`config.mk`:
```
export PLATFORM = sky130hd
export DESIGN_NAME = pc_control_32
export DESIGN_NICKNAME = d
export VERILOG_FILES = /design/src/rtl/pc_control_32.sv
export SDC_FILE = /design/constraint.sdc
export NUM_CORES = 1
export LEC_CHECK = 0
export CORE_ASPECT_RATIO = 0.5
export CORE_MARGIN = 5
export CORE_UTILIZATION = 54
export DETAILED_ROUTE_END_ITERATION = 8
export HOLD_SLACK_MARGIN = 0.02
export PLACE_DENSITY = 0.91
export SYNTH_ARGS = -nofsm -noshare
export SYNTH_HDL_FRONTEND = slang
export SYNTH_SLANG_ARGS = --single-unit
```
`constraint.sdc`:
```
create_clock -name clk -period 4.7 [get_ports clk]
set_input_delay 1.175 -clock clk [delete_from_list [all_inputs] [get_ports clk]]
set_output_delay 1.175 -clock clk [all_outputs]
set_load 0.02 [all_outputs]
```
`src/rtl/pc_control_32.sv`:
```
// Program counter register and next-PC selection for the 32-bit single-cycle MIPS core.
// Advances by +4, a taken branch (word offset) or an absolute J-type jump.
module pc_control_32 #(
  parameter logic [31:0] RESET_PC = 32'h0000_0000
) (
  input  logic        clk,
  input  logic        reset,
  input  logic        beq,
  input  logic        jump,
  input  logic [31:0] branch_addr,
  input  logic [25:0] jump_addr,
  output logic [31:0] pc
);

  localparam int unsigned PC_W = 32;

  logic [PC_W-1:0] pc_q;
  logic [PC_W-1:0] pc_d;
  logic [PC_W-1:0] pc_plus4;
  logic [PC_W-1:0] branch_target;
  logic [PC_W-1:0] jump_target;

  assign pc_plus4      = pc_q + PC_W'(4);
  // Shift drops branch_addr[31:30]; the add wraps modulo 2^32.
  assign branch_target = pc_plus4 + {branch_addr[PC_W-3:0], 2'b00};
  // Jumps stay inside the current 256 MB region of the sequential PC.
  assign jump_target   = {pc_plus4[PC_W-1:28], jump_addr, 2'b00};

  // Next-PC priority: jump over branch over sequential.
  always_comb begin
    pc_d = pc_plus4;
    if (jump) begin
      pc_d = jump_target;
    end else if (beq) begin
      pc_d = branch_target;
    end
  end

  always_ff @(posedge clk) begin
    if (reset) begin
      pc_q <= RESET_PC;
    end else begin
      pc_q <= pc_d;
    end
  end

  assign pc = pc_q;

endmodule

```
Word-level counts from Yosys, hierarchy flattened
Cells that the tools add are included.
Operators by class
  add/subtract/negate cells: 2
  mux-type cells: 2
  reductions and logical operators: 1
Operators by type and width (number)
  $mux W32: 2
  $add A32 B3 Y32 const B: 1
  $add A32 B32 Y32: 1
  $reduce_or A2 Y1: 1
Word-level totals
  output and inout bits: 32
  input port bits: 62
  register bits: 32
  logic and storage cells: 7

Logic depth before layout (Yosys ltp)
  word-level depth: 4
  gate-level depth with buffers: 15
  depth with buffers taken out: 15

Worst setup path before layout
No wires, ideal clock.
  path kind: reg-to-reg
  from: register pc_q[2], in the netlist pc[2]
  to: register pc_q[15], in the netlist pc[15]
  cell stages (with the launch flop): 15
  buffers on the path: 1
  library setup time: 0.059 ns
  required time: 4.641 ns
  clock period less this slack: 3.209 ns
  path slack: 1.491 ns
  arrival time: 3.150 ns
  cell sequence: dfxtp_1 > ha_1 > and2_0 > clkbuf_1 > nand3_1 > xnor2_1 > ha_1 > nand4_2 > o21ai_2 > a31oi_2 > o31ai_4 > a31oi_4 > xor2_1 > a2111oi_2 > a31o_1
On the way
  cells in the longest elaborated chain, start to end: 4
Ends and longest elaborated chain
  start: declaration: RTL line 17  | logic [PC_W-1:0] pc_q;
  start signal: assignment: RTL line 43  | pc_q <= pc_d;
  $add A32 B3 Y32 (*): RTL line 23  | assign pc_plus4 = pc_q + PC_W'(4);
  $add A32 B32 Y32: RTL line 25  | assign branch_target = pc_plus4 + {branch_addr[PC_W-3:0], 2'b00};
  $mux W32 (*): RTL line 34  | end else if (beq) begin
  $mux W32 (*): RTL line 32  | if (jump) begin
Every way passes the cells marked *; elsewhere a longest branch is shown, timed or not.
A chain may end at the register's enable or synchronous reset.

Worst setup path after layout
  from: register pc_q[12], in the netlist pc[12]
  to: register pc_q[27], in the netlist pc[27]
Same word-level chain as after synthesis.

==> impl_metrics.ini <==
[setup_path]
critical_path_peak_fanout = 6
timing_worst_setup_path_type = flop to flop
worstPathRequired_ps = 4910
startpoint_type = flop
worst-endpoint-arrival_ps = 3990
type_of_destination_of_the_critical_path = flop

[power]
irDropWorstVdd_mv = 0.1459
design_power_total_mw = 1.214
p_leak_nw = 1.915
cellPowerDensity_nw_per_um2 = 259.0

[drt]
drt.antenna.violating_nets = 0
route.final.wire_length_um = 11190
wl_per_cell_um = 17.57
via_count = 3829
drt-vias-per-instance = 6.011
drcViolationCount = 0
dr.pass1.iters = 5
initialDrtViolationCount = 406

[finish]
nFillCells = 514
post_route_cells_drive_above_1_share = 0.08073
design.final.nets = 644
number_of_antenna_cells_inserted = 0
layout-area-overhead-vs-synth_pct = 30.02
largest_register_ff_count = 30

[min_path]
min_path_type = flop to flop

[logic_synthesis]
synth_common_cells = nor2_1 (49), nand2_1 (44), xnor2_1 (42)
yosys_warnings = 0
postSynthAreaPerCell_um2 = 7.853
synth_top_cell_area_share = 0.1666
synth_top_flop_cell = dfxtp_1
synth_async_sr_flop_share = 0
yosys.cell_count.top_type = nor2_1
yosys_register_bits = 30
synthCells = 459
synth_enable_flop_cells = 0
synth_top_cells_by_area = dfxtp_1 (17%), ha_1 (13%), xnor2_1 (10%)
cell_area_after_synthesis_um2 = 3605
synthDistinctLibCells = 73
synth_largest_area_cell = dfxtp_1
synth_seq_area_share = 0.1666

[global_route]
largest_net_degree_at_the_start_of_global_routing = 24
grt.overflow.total = 0
grt_use_total = 0.2587
grt_pass1_wl_um = 17770
vias_in_the_first_global_route = 3748
antenna_found_initial = 0

[die]
dieWidth_um = 125.5
pin_count = 94
die_area_um2 = 8509
floorplan.rows = 21
initial_utilization = 0.5466
die-height_um = 67.78
placeableCoreArea_um2 = 6595

[clock_network]
cts.path.max_buffers = 2
insertion_delay_ps = 280
clock-sinks = 30
clock_tree_from_tritoncts = yes
htreeDepth = 2
cts_inserted_buffers = 5
cts_resized = 0
clkTransAtPathRegs_ps = 60
cts_root_buf = clkbuf_16
postCtsHoldBufs = 0
post-cts-setup-buffers = 0

[sta]
timing_max_transition_violations_final = 0
fmax_ghz = 0.2645
hold_viol_final = 0
layout_worst_path_cycle_share = 0.8043
max_slew_margin = 0.6392
timing.final.setup_violations = 0
setup-tns-final_ps = 0
worst_clock_skew_ps = 8.488
unrepaired_setup_endpoints_after_global_routing = false
final_period_minus_worst_setup_slack_ps = 3780
worst-slew-pin-transition_ps = 539.5

[place]
detailedPlacementHpwl_um = 8951
io_buffers = 89
gp_routability_congestion = 0.9187

[job]
drv.max_cap_violation_count = 0

[status]
run_status = completed
routing by layer:
layer,GRT usage,share of wire
met4,0.07297,0.020
met2,0.4681,0.47
met5,0,0
met3,0.05529,0.076
met1,0.3169,0.43
through the flow:
stage | hold slack, ps | cell area, um^2 | cells | setup WS [ps] | util
final | 599.2 | 4687 | 637 | 919.8 | 0.7107
after global routing | 643.0 | 4687 | 637 | 619.0 | 0.7107
after CTS | 606.7 | 4687 | 637 | 1006 | 0.7107
after detailed placement | 597.4 | 4536 | 629 | 817.6 | 0.6877
after global placement | 590.9 | 4536 | 629 | 831.2 | 0.6877
after floorplan | 701.2 | 3608 | 460 | 1491 | -
critical path, stage by stage (launching register included):
cell      delay, ps
dfxtp_1         460
nand4_1         270
nor3_4          350
and3_1          330
nand2_1         100
xnor2_1         290
ha_1            370
a21oi_1         140
o21ai_0         130
nor2_1          220
o311ai_4        200
a31oi_2         330
mux2_2          370
a21oi_1         130
cells by family (layout without fill, tap and decap cells):
logic type	Yosys count	after routing	share of synthesized area
simple gates	165	165	0.2301
compound gates	135	135	0.2728
xor+xnor	52	52	0.1305
fa+ha+maj	38	38	0.1340
buf+inv	32	117	0.04790
flops	30	30	0.1666
mux	6	6	0.01701
other cells	1	2	0.001040
area by class of cell:
class                   count  area [um^2]  share of cell area
multi-input cells         398         2835              0.6049
repair buffers             94        928.4              0.1981
flip-flops and latches     30        600.6              0.1281
clock buffers               6        138.9             0.02963
well taps                  92        115.1             0.02456
inverters                  15        56.30             0.01201
clock inverters             2        12.51            0.002670
cells in the final DEF, fill, tap and decap left out, drive strengths merged, types with 4 or more instances in the layout:
cell type,synthesis,routed
clkdlybuf4s50,0,89
nor2,49,49
nand2,44,44
xnor2,44,44
a21oi,41,41
ha,37,37
dfxtp,30,30
nand3,22,22
o21ai,22,22
nand4,15,15
inv,14,14
a211oi,11,11
o21bai,9,9
nor3,9,9
xor2,8,8
a21o,8,8
a31oi,7,7
and3,6,6
clkbuf,12,6
and2,6,6
mux2i,5,5
buf,5,5
o211ai,5,5
and4,4,4
o31ai,4,4
report_power, final:
group          switching, mW  internal [mW]  leakage [nW]
clock network          0.120          0.209        0.0729
registers             0.0336          0.279         0.249
logic                  0.314          0.257          1.59
worst paths after layout:
kind / from / end / slack (ps) / depth (start not counted)
min: pc[31] / pc[31] / 600 / 3
max: pc[12] / pc[27] / 920 / 13
max reg2reg: pc[12] / pc[27] / 920 / 13
min reg2reg: pc[31] / pc[31] / 600 / 3
No activity file was read; power rests on OpenSTA's default activity.
